### src/rtl/fetch_stage.sv
// Instruction fetch stage: PC register with exception/jump/branch redirect
// and the IF/ID pipeline register, including fetch address error detection.
module fetch_stage #(
   parameter logic [31:0] IM_BASE    = 32'h0000_3000,
   parameter int          IM_WORDS   = 1024,
   parameter logic [31:0] EXC_VECTOR = 32'h0000_3F80
) (
   input  logic        clk,
   input  logic        reset,
   input  logic        stall,
   input  logic        exc_req,
   input  logic        br_taken,
   input  logic [15:0] br_imm,
   input  logic        jump,
   input  logic [25:0] j_index,
   input  logic        jr,
   input  logic [31:0] jr_addr,
   input  logic [31:0] instr_f,
   output logic [31:0] pc_f,
   output logic [31:0] instr_d,
   output logic [31:0] pc_d,
   output logic [31:0] pc8_d,
   output logic        fetch_exc_d
);

   localparam logic [31:0] IM_LAST = IM_BASE + 32'(IM_WORDS) * 32'd4 - 32'd4;

   logic [31:0] pc_d_plus4;
   logic [31:0] br_target;
   logic [31:0] jump_target;
   logic [31:0] pc_next;
   logic        fetch_err;

   assign pc_d_plus4  = pc_d + 32'd4;
   assign br_target   = pc_d_plus4 + {{14{br_imm[15]}}, br_imm, 2'b00};
   assign jump_target = {pc_d_plus4[31:28], j_index, 2'b00};
   assign pc8_d       = pc_d + 32'd8;

   assign fetch_err = (pc_f[1:0] != 2'b00) || (pc_f < IM_BASE) || (pc_f > IM_LAST);

   // Redirect sources are resolved in ID, so targets are relative to pc_d.
   always_comb begin
      // NOTE: default assignment first so every path drives pc_next; no latch.
      pc_next = pc_f + 32'd4;
      if (jr)
         pc_next = jr_addr;
      else if (jump)
         pc_next = jump_target;
      else if (br_taken)
         pc_next = br_target;
   end

   always_ff @(posedge clk) begin
      // NOTE: non-blocking assignments so every register samples pre-edge values.
      if (reset) begin
         pc_f        <= IM_BASE;
         instr_d     <= 32'h0;
         pc_d        <= 32'h0;
         fetch_exc_d <= 1'b0;
      end else if (exc_req) begin
         pc_f        <= EXC_VECTOR;
         instr_d     <= 32'h0;
         pc_d        <= 32'h0;
         fetch_exc_d <= 1'b0;
      end else if (!stall) begin
         pc_f        <= pc_next;
         // A bad fetch address turns the slot into a nop tagged with AdEL.
         instr_d     <= fetch_err ? 32'h0 : instr_f;
         pc_d        <= pc_f;
         fetch_exc_d <= fetch_err;
      end
   end

endmodule

### config.mk
export PLATFORM = sky130hd
export DESIGN_NAME = fetch_stage
export DESIGN_NICKNAME = d
export VERILOG_FILES = /design/src/rtl/fetch_stage.sv
export SDC_FILE = /design/constraint.sdc
export NUM_CORES = 1
export LEC_CHECK = 0
export ABC_AREA = 1
export CAP_MARGIN = 20
export CORE_MARGIN = 2
export CORE_UTILIZATION = 45
export CTS_CLUSTER_SIZE = 10
export DETAILED_ROUTE_END_ITERATION = 10
export PLACE_DENSITY = 0.83
export SYNTH_ARGS = -nofsm -noshare
export SYNTH_HDL_FRONTEND = slang
export SYNTH_SLANG_ARGS = --single-unit
### constraint.sdc
create_clock -name clk -period 4.4 [get_ports clk]
set_input_delay 0.88 -clock clk [delete_from_list [all_inputs] [get_ports clk]]
set_output_delay 0.88 -clock clk [all_outputs]
set_load 0.005 [all_outputs]
# Word level (Yosys, flattened, before mapping)
# Index checks and enable logic that the tools add are counted.
[word_totals]
reg_bits = 97
in_bits = 113
out_inout_bits = 129
word_cells = 22
[op_classes]
n_addsub = 4
magnitude_cmp = 2
n_eq_ne = 1
muxes = 6
n_reduce_logical = 4
[op_table]
columns = ["operator", "n"]
rows = [
  ["2-to-1 mux 32 bit", 4],
  ["adder 32 x 3 -> 32 bit, second input constant", 2],
  ["adder 32 bit", 1],
  ["adder 32 x 4 -> 32 bit, second input constant", 1],
  ["> comparator 32 x 14 -> 1 bit, second input constant", 1],
  ["less-than comparator 32 x 14 -> 1 bit, second input constant", 1],
  ["2-to-1 mux 12 bit", 2],
  ["logical OR 1 bit", 2],
  ["inequality test 2 x 1 -> 1 bit, second input constant", 1],
  ["nonzero test 2 bit", 1],
  ["OR reduction 2 bit", 1],
]

# Longest topological paths before layout
# Gate-level depths: netlist (run 1).
[logic_depth]
word_depth = 7
ltp_mapped = 27
ltp_nobuf = 27

# Least setup slack after synthesis (run 1)
# Ideal clock, no wire load.
[synth_timing]
kind = "reg2reg"
start = "register pc_d[4]"
end = "register pc_f[26]"
setup_ns = 0.128
t_arrival_ns = 2.827
t_required_ns = 4.272
slack_ns = 1.445
stages_incl_launch_ff = 23
n_path_buf = 0
period_less_slack_ns = 2.955
cell_sequence = "dfxtp_1 -> ha_1 -> inv_1 -> nor2_1 -> inv_2 -> nor2_2 -> nand2_2 -> nor3_2 -> xor2_1 -> mux2i_1 -> inv_1 -> ha_1 -> nand2_1 -> nor2_1 -> inv_1 -> nor3_1 -> nand4_1 -> nand3_1 -> nand2_1 -> nand3_1 -> nand2_1 -> nand2_1 -> a21oi_1"
[synth_via]
elab_chain_len = 5
[synth_lines]
columns = ["item", "line", "text"]
rows = [
  ["from (decl)", "21", "output logic [31:0] pc_d,"],
  ["from (signal assigned)", "69", "pc_d <= pc_f;"],
  ["adder 32 x 3 -> 32 bit", "34", "assign pc_d_plus4 = pc_d + 32'd4;"],
  ["adder 32 bit", "35", "assign br_target = pc_d_plus4 + {{14{br_imm[15]}}, br_imm, 2'b00};"],
  ["2-to-1 mux 32 bit", "49", "else if (br_taken)"],
  ["2-to-1 mux 32 bit", "47", "else if (jump)"],
  ["2-to-1 mux 32 bit", "45", "if (jr)"],
  ["to (signal assigned)", "66", "pc_f <= pc_next;"],
  ["to (decl)", "19", "output logic [31:0] pc_f,"],
]
# No other way between the ends.
# A chain may end at the register's enable or synchronous reset.

# Worst setup path in the final report (run 1)
# Same ends and word-level chain as after synthesis.

==> metrics.txt, run 1 <==
status=finished, final reports clean; cts bufs inserted=9; CTS max path bufs=2; final core utilization=61.71%; CTS sink cnt=a little under 100; area grow syn2layout=34.17%; GRT Total Usage=around 34%; Final setup viols=0; Antenna Cells=0; pre-CTS WS=~550 ps; post-CTS resize count=0; max-slew violations=0; GR peak layer=met2; TritonCTS clock tree=yes; post-synthesis compound-gate area fraction=slightly below 20%; XOR/XNOR Fraction of Synth Area=7.315%; mux share of post-synthesis cell area=less than 1%; Worst Setup End Kind=flop; top post-synthesis cells by count=nand2_1, nor2_1, inv_1; met1 GRT Util=43.24%; clk_skew=roughly 12 ps; total chip power=2.399 mW; vias per cell=5.595; proportion of layout cells with a drive suffix above 1=around 7.6%; post-route design area=between 0.01 and 0.015 mm²; Root Buffer=clkbuf_16; Clk pin slew, worst setup/hold paths=~80 ps; final worst setup slack=approximately 540 ps; FP Rows=49; die width=between 100 and 150 µm; Avg Cell Area, Syn=~6.3 µm²; die height=between 100 and 150 µm; max_slew headroom=between 30% and 40%; worst skew pair latency=between 300 and 400 ps; Netlist cell types=49; WL/cell=about 19 µm; placed cell areas=about 0.011 mm²; register area share after synthesis=between 20% and 30%; main area contributors after synthesis=dfxtp_1, nand2_1, a21oi_1; htree depth=3; WS Path Type=flop to flop; largest net degree at the start of global routing=79; static leakage=about 4.5 nW; Post-Place Cells=between 1500 and 2000; Power Density=216.4 mW/mm²; Top FF cell, synth=dfxtp_1; CTS Hold Bufs=0; Final period util=around 90%; maximum VDD drop=0.0001699 V; Routed WL=34070 µm; Ys Warns=0; Synth top area share=23.50%; Layout Nets=roughly 1700; largest family of logic cells by synthesized area=simple AND/OR/NAND/NOR gates; Tmin final=around 3900 ps; Routed Antenna Nets=0; antenna violations before repair=0; RSZ-0062 raised after global routing=no; crit start category=flop; # DRC=0; post-synthesis adder-cell area fraction=under 10%; first-pass GRT wire length=52090 µm; max-cap viol count=0; TNS Setup=0 ps; Synth area leader=dfxtp_1; Hold Fails Final Rpt=0; f_max=around 0.26 GHz; GR Overflow Total=0; DR vias=approximately 10000; post-route insts no fill=between 1500 and 2000; syn_nets=roughly 1500; crit path max fanout=5; simple-gate share of the synthesized area=approximately 34%; setup bufs post-CTS=0; routing usage on met3=under 10%; vias in the first global route=approximately 9400; core region area=approximately 0.018 mm²; Arr. time, crit path=between 4000 and 5000 ps; GR Util met2=a little under three fifths; Mapped Area=about 0.0083 mm²; hold slack=~470 ps; Worst Max-Slew Pin Slew=around 1000 ps; initial DRC count=897; Critical Path RT=approximately 4600 ps; Synth Register Bits=just under 100; EDFF count, synth=0; cells after synthesis=roughly 1300; DR pass1 iterations=6; routability cong.=approximately 0.99; total die area=between 0.015 and 0.02 mm²; count of boundary I/O pins=approximately 240; HP Class=flop to flop; most common cell in the netlist=nand2_1; DP HPWL=27130 µm; Initial Util=a little under half; FFs w/ async S/R, synth=0%; count of input and output buffers=~240
## kinds of logic after synthesis
| family | after synthesis |
|---|---|
| AOI/OAI and AO/OA | 283 |
| xor gates and xnor gates | 69 |
| adders and majority gates | 35 |
| buffers and inverters | 192 |
| DFF | 97 |
| muxes | 2 |
| and+or+nand+nor | 640 |
## path summary, 6_finish.rpt
| path | cells after the start | slack, ps | start | to |
|---|---|---|---|---|
| worst min-delay path | 2 | 470 | instr_d[31]$_SDFFE_PP0N_ | instr_d[31]$_SDFFE_PP0N_ |
| worst max register to register | 22 | 540 | pc_d[4]$_SDFFE_PP0N_ | pc_f[26]$_SDFFE_PP0N_ |
| worst min register to register | 2 | 470 | instr_d[31]$_SDFFE_PP0N_ | instr_d[31]$_SDFFE_PP0N_ |
| worst max-delay path | 22 | 540 | pc_d[4]$_SDFFE_PP0N_ | pc_f[26]$_SDFFE_PP0N_ |
## critical path, cell delays in order (launching register included)
cell and delay [ps]:
dfxtp_1 420, ha_1 250, inv_1 80, nor2_1 220, inv_2 110, nor2_2 150
nand2_2 110, nor3_2 190, xor2_1 140, mux2i_1 150, inv_1 100, ha_1 350
nand2_1 140, nor2_1 150, inv_1 100, nor3_1 280, nand4_1 240, nand3_1 150
nand2_1 50, nand3_1 130, nand2_1 80, nand2_1 60, a21oi_1 50
## per-layer routing
layer | vias up | share of wire [%]
met1 | 4521 | 41
met3 | 75 | 9.6
li1 | 4747 | -
met5 | - | 0
met4 | 0 | 4.0
met2 | 527 | 46
## report_power, final
| group | switching [mW] | internal, mW | leakage [nW] | total, mW |
|---|---|---|---|---|
| registers | 0.0585 | 0.905 | 0.790 | 0.964 |
| clock network | 0.416 | 0.405 | 0.149 | 0.821 |
| logic | 0.337 | 0.277 | 3.56 | 0.614 |
| total | 0.811 | 1.59 | 4.50 | 2.40 |
## area by class of cell
| type | instances | area (µm²) |
|---|---|---|
| Multi-Input combinational cell | 1029 | 5523 |
| Timing Repair Buffer | 254 | 2505 |
| Sequential cell | 97 | 1942 |
| Tap cell | 229 | 286.5 |
| Inverter | 139 | 521.8 |
| Clock buffer | 9 | 225.2 |
| Fill cell | 1739 | 6879 |
| Clock inverter | 7 | 81.33 |
## placed cells by master (no fill, tap or decap), types with 6 or more instances in the layout
cell / synthesis / final
a21oi_1: 123 / 123
a21oi_2: 30 / 30
a221oi_1: 6 / 6
buf_4: 5 / 13
clkbuf_16: 0 / 9
clkdlybuf4s50_1: 0 / 240
dfxtp_1: 97 / 97
ha_1: 34 / 34
inv_1: 130 / 129
nand2_1: 333 / 333
nand2_2: 32 / 32
nand3_1: 61 / 61
nand4_1: 20 / 20
nor2_1: 140 / 139
nor3_1: 24 / 24
nor3_2: 7 / 7
o211ai_1: 12 / 12
o21ai_0: 78 / 78
o21bai_1: 7 / 7
o22ai_1: 14 / 14
xnor2_1: 13 / 13
xor2_1: 56 / 56
## flip-flops by register name, summed over array words and instances, names as in the netlist
signal,count
instr_d,32
fetch_exc_d,1
pc_d,32
pc_f,32
Note: power is estimated with default switching activity, not from simulation.
==> inputs of run 2 (changes only) <==
--- a/config.mk
+++ b/config.mk
@@ -7,11 +7,10 @@
 export LEC_CHECK = 0
 export ABC_AREA = 1
 export CAP_MARGIN = 20
-export CORE_MARGIN = 2
-export CORE_UTILIZATION = 45
+export CORE_UTILIZATION = 53
 export CTS_CLUSTER_SIZE = 10
 export DETAILED_ROUTE_END_ITERATION = 10
-export PLACE_DENSITY = 0.83
+export PLACE_DENSITY = 0.94
 export SYNTH_ARGS = -nofsm -noshare
 export SYNTH_HDL_FRONTEND = slang
 export SYNTH_SLANG_ARGS = --single-unit
==> run 2 against run 1 <==
Compared with the run above: setup slack gained 100 ps; fmax rose by 2.8%; flip-flop and latch count stayed put; wire length about the same; die area shrank 17%; critical path type unchanged; hold slack improved by 18 ps; critical endpoint is now pc_f[22]$_SDFFE_PP0N_; via count up 2.7%; clock power grew 6.0%; power up 2.2%; clock skew is 2.1 ps lower; first-iteration DRC count up 38%; register-to-register slack improved by 100 ps; largest cell class unchanged.
==> metrics.txt, run 2 (same netlist as run 1, synthesis figures left out) <==
GRT Total Usage=between 40% and 50%; count of input and output buffers=between 200 and 250; cts bufs inserted=9; DR vias=between 10000 and 15000; Internal Power=roughly 1.6 mW; Worst Max-Slew Pin Slew=a little over 900 ps; maximum VDD drop=between 0.00015 and 0.0002 V; htree depth=3; Routed WL=about 34000 µm; crit start category=flop; Initial Util=between 50% and 60%; Tmin final=~3800 ps; crit path max fanout=8; # DRC=0; WL/cell=around 20 µm; Final setup viols=0; FP Rows=45; placed cell areas=about 0.011 mm²; Sw Share=33.07%; slowest cell on the critical path=dfxtp_1; Hold Fails Final Rpt=0; core region area=~0.015 mm²; post-route design area=roughly 0.011 mm²; cells along the critical path=nand2_1, inv_2, nand3_2, nor3_1, xnor2_1, inv_1, ha_1, a21o_1, a21boi_0, nand2_1, nand2_1, nand2_1, nand2_1, nand2_1, o21ai_0, nand2_1, a21oi_1; Routed Antenna Nets=0; most common cell after layout, fill and taps aside=nand2_1; vias in the first global route=around 9500; total chip power=~2.5 mW; clock power share=35.5%; initial DRC count=1240; static leakage=4.512 nW; Post-Place Cells=between 1500 and 2000; crit-path max cell delay=about 670 ps; worst skew pair latency=between 300 and 400 ps; Root Buffer=clkbuf_16; status=finished, final reports clean; CTS sink cnt=between 90 and 100; antenna violations before repair=0; max-cap viol count=0; Layout Nets=around 1700; routability cong.=0.9983; RSZ-0062 raised after global routing=no; max_slew headroom=between 30% and 40%; GR Overflow Total=0; Comb pwr share=around a quarter; Flop pwr share=between 30 and 40%; total die area=between 0.015 and 0.02 mm²; f_max=about 0.27 GHz; die height=roughly 130 µm; vias per cell=5.881; CTS Hold Bufs=0; die width=approximately 130 µm; CTS max path bufs=2; Switching Power=0.8106 mW; clk_skew=9.751 ps; commonest non-fill, non-tap cells in the layout=nand2_1, clkdlybuf4s50_1, nor2_1, inv_1, a21oi_1; cell mode on critical path=nand2_1; filler instances=1237; count of boundary I/O pins=~240; area grow syn2layout=33.85%; Clk pin slew, worst setup/hold paths=80 ps; DR pass1 iterations=6; Worst Setup End Kind=flop; Critical Path RT=4690 ps; max-slew violations=0; HP Class=flop to flop; Antenna Cells=0; Power Density=~220 mW/mm²; DP HPWL=roughly 27000 µm; proportion of layout cells with a drive suffix above 1=under 10%; TNS Setup=0 ps; Final period util=between 80% and 90%; biggest regs=instr_d x32, pc_d x32, pc_f x32; Arr. time, crit path=~4000 ps; first-pass GRT wire length=~52000 µm; TritonCTS clock tree=yes; post-route insts no fill=between 1500 and 2000; setup bufs post-CTS=0; largest net degree at the start of global routing=slightly below 80; post-CTS resize count=0; WS Path Type=flop to flop
run 2: cell type report:
cell class	count	area, µm²	share of cell area, %
clock inverters	7	98.84	0.8939
flip-flops and latches	97	1942	17.56
well taps	188	235.2	2.127
repair buffers	255	2512	22.72
multi-input cells	1029	5523	49.94
clock buffers	9	225.2	2.037
inverters	139	521.8	4.718
run 2: final timing paths:
path                            start                       end  slack, ps  cells after the start
min reg2reg  instr_d[17]$_SDFFE_PP0N_  instr_d[17]$_SDFFE_PP0N_        490                      2
max reg2reg      pc_d[8]$_SDFFE_PP0N_     pc_f[22]$_SDFFE_PP0N_        650                     17
max              pc_d[8]$_SDFFE_PP0N_     pc_f[22]$_SDFFE_PP0N_        650                     17
min          instr_d[17]$_SDFFE_PP0N_  instr_d[17]$_SDFFE_PP0N_        490                      2
run 2: power groups by stage:
stage / combinational, mW / sequential [mW] / clock (mW)
after global placement: 0.590 / 0.983 / 0
final: 0.614 / 0.967 / 0.870
after floorplan: 0.313 / 0.960 / 0
after global routing: 0.662 / 0.969 / 0.902
after CTS: 0.602 / 0.963 / 0.867
after detailed placement: 0.598 / 0.983 / 0
run 2: worst max-delay path: cells and delay by family, from the launching register on:
family / cells / cell delay (ps)
xor gates and xnor gates: 1 / 250
DFF: 1 / 670
and+or+nand+nor: 9 / 1180
buffers and inverters: 2 / 230
AOI/OAI and AO/OA: 4 / 1010
adders and majority gates: 1 / 350
run 2: layer usage:
layer | vias up | wire (µm) | global-route usage (%)
li1 | 4758 | - | -
met1 | 4561 | 12980 | 51.23
met2 | 683 | 15490 | 67.84
met3 | 137 | 3865 | 11.56
met4 | 0 | 1779 | 21.50
met5 | - | 0 | 0
run 2: per-stage QoR:
step | hold slack (ps) | utilization [%] | setup WS, ps
after floorplan | 461.8 | - | 1445
after global placement | 451.5 | 70.61 | 626.5
after detailed placement | 459.5 | 70.61 | 646.7
after CTS | 484.3 | 72.74 | 731.8
after global routing | 499.5 | 72.74 | 252.1
final | 487.3 | 72.74 | 646.9
==> inputs of run 3 (changes only) <==
--- a/config.mk
+++ b/config.mk
@@ -7,10 +7,10 @@
 export LEC_CHECK = 0
 export ABC_AREA = 1
 export CAP_MARGIN = 20
-export CORE_UTILIZATION = 53
+export CORE_UTILIZATION = 49
 export CTS_CLUSTER_SIZE = 10
 export DETAILED_ROUTE_END_ITERATION = 10
-export PLACE_DENSITY = 0.94
+export PLACE_DENSITY = 0.88
 export SYNTH_ARGS = -nofsm -noshare
 export SYNTH_HDL_FRONTEND = slang
 export SYNTH_SLANG_ARGS = --single-unit
==> constraint.sdc (replaced) <==
create_clock -name clk -period 4.3 [get_ports clk]
set_input_delay 0.86 -clock clk [delete_from_list [all_inputs] [get_ports clk]]
set_output_delay 0.86 -clock clk [all_outputs]
set_load 0.005 [all_outputs]
==> run 3 against run 2 <==
Compared with the run above: register-to-register slack lost 30 ps; hold slack lost 12 ps; utilization shrank 5.6 points; final cell count grew 1.8%; global-route usage shrank 4.4 points; sequential share of layout area shrank 0.051 points; setup slack lost 26 ps; first-iteration DRC count shrank 16%; critical path type is now flop to output pin; critical endpoint is now pc8_d[24].
==> metrics.txt, run 3 (same netlist as run 1, synthesis figures left out) <==
status=finished, final reports clean; total chip power=about 2.5 mW; Reg area=between 0.0015 and 0.002 mm²; routing usage on met3=under 10%; largest net degree at the start of global routing=61; most common cell after layout, fill and taps aside=nand2_1; Antenna Cells=0; HP Class=flop to flop; biggest regs=instr_d x32, pc_d x32, pc_f x32; Worst Max-Slew Pin Slew=between 800 and 900 ps; Worst Setup End Kind=output pin; DR vias=between 10000 and 15000; initial DRC count=approximately 1000; TritonCTS clock tree=yes; max-cap viol count=0; hold slack=474.8 ps; crit start category=flop; f_max=0.2718 GHz; met1 GRT Util=47.96%; area grow syn2layout=34.24%; filler instances=around 1500; antenna violations before repair=0; post-CTS resize count=0; FP Rows=between 40 and 50; CTS Hold Bufs=0; WL/cell=approximately 19 µm; die height=~130 µm; commonest non-fill, non-tap cells in the layout=nand2_1, clkdlybuf4s50_1, nor2_1, inv_1, a21oi_1; GR Overflow Total=0; TNS Setup=0 ps; die width=between 100 and 150 µm; CTS max path bufs=2; static leakage=approximately 4.5 nW; total die area=between 0.015 and 0.02 mm²; setup bufs post-CTS=0; RSZ-0062 raised after global routing=no; GR Util met2=61.76%; vias per cell=roughly 5.7; Arr. time, crit path=2820 ps; routability cong.=0.9964; first-pass GRT wire length=around 50000 µm; count of input and output buffers=between 200 and 250; Power Density=226.3 mW/mm²; WS Path Type=flop to output pin; Hold Fails Final Rpt=0; htree depth=3; worst skew pair latency=370 ps; max_slew headroom=a little over two fifths; Clk pin slew, worst setup/hold paths=~80 ps; Critical Path RT=between 3000 and 4000 ps; cts bufs inserted=9; CTS sink cnt=97; crit path max fanout=6; post-route insts no fill=approximately 1800; Initial Util=about 50%; GR peak layer=met2; Final setup viols=0; count of boundary I/O pins=about 240; DR pass1 iterations=5; Final period util=a little under nine tenths; Routed WL=32960 µm; Root Buffer=clkbuf_16; core region area=0.01652 mm²; maximum VDD drop=0.0002029 V; DP HPWL=25870 µm; final core utilization=67.12%; max-slew violations=0; Routed Antenna Nets=0; area of the multi-input gates=roughly 0.0055 mm²; clk_skew=around 14 ps; Tmin final=3679 ps; # DRC=0; vias in the first global route=about 9400; Post-Place Cells=1739; GRT Total Usage=between 30% and 40%; proportion of layout cells with a drive suffix above 1=under 10%; Layout Nets=1678
-- run 3: per-layer routing --
layer  up-vias  wire, µm
met5         -         0
met1      4563     13520
met3        93      3052
met2       607     14940
met4         0      1444
li1       4759         -
-- run 3: cell type report --
cell class                      instances  area share [%]
Sequential cell                        97           17.51
Tap cell                              220           2.482
Timing Repair Buffer                  254           22.59
Inverter                              139           4.704
Multi-Input combinational cell       1029           49.80
Clock inverter                          7          0.8912
Clock buffer                            9           2.031
-- run 3: worst paths after layout --
kind	startpoint	endpoint	slack, ps	cells after the start
worst min register to register	instr_d[31]$_SDFFE_PP0N_	instr_d[31]$_SDFFE_PP0N_	470	2
worst max-delay path	pc_d[5]$_SDFFE_PP0N_	pc8_d[24]	620	8
worst max register to register	pc_d[7]$_SDFFE_PP0N_	pc_f[23]$_SDFFE_PP0N_	620	17
worst min-delay path	instr_d[31]$_SDFFE_PP0N_	instr_d[31]$_SDFFE_PP0N_	470	2
-- run 3: worst max-delay path, stage by stage, from the launching register on --
cell and delay [ps]:
dfxtp_1 490, nand2_1 150, nor2_1 400, inv_1 130, nor3_1 330, nand2_1 130, nor2_1 140, xor2_1 150
clkdlybuf4s50_1 530
-- run 3: report_power, final --
part	leakage, nW	internal, mW	switching (mW)
logic	3.56	0.283	0.339
clock network	0.154	0.470	0.432
registers	0.790	0.926	0.0608
total	4.51	1.68	0.831
-- run 3: through the flow --
step	area [µm²]	setup slack, ps
after global routing	11090	278.2
after floorplan	8262	1345
after detailed placement	10770	606.4
final	11090	621.2
after CTS	11090	619.1
after global placement	10770	520.0
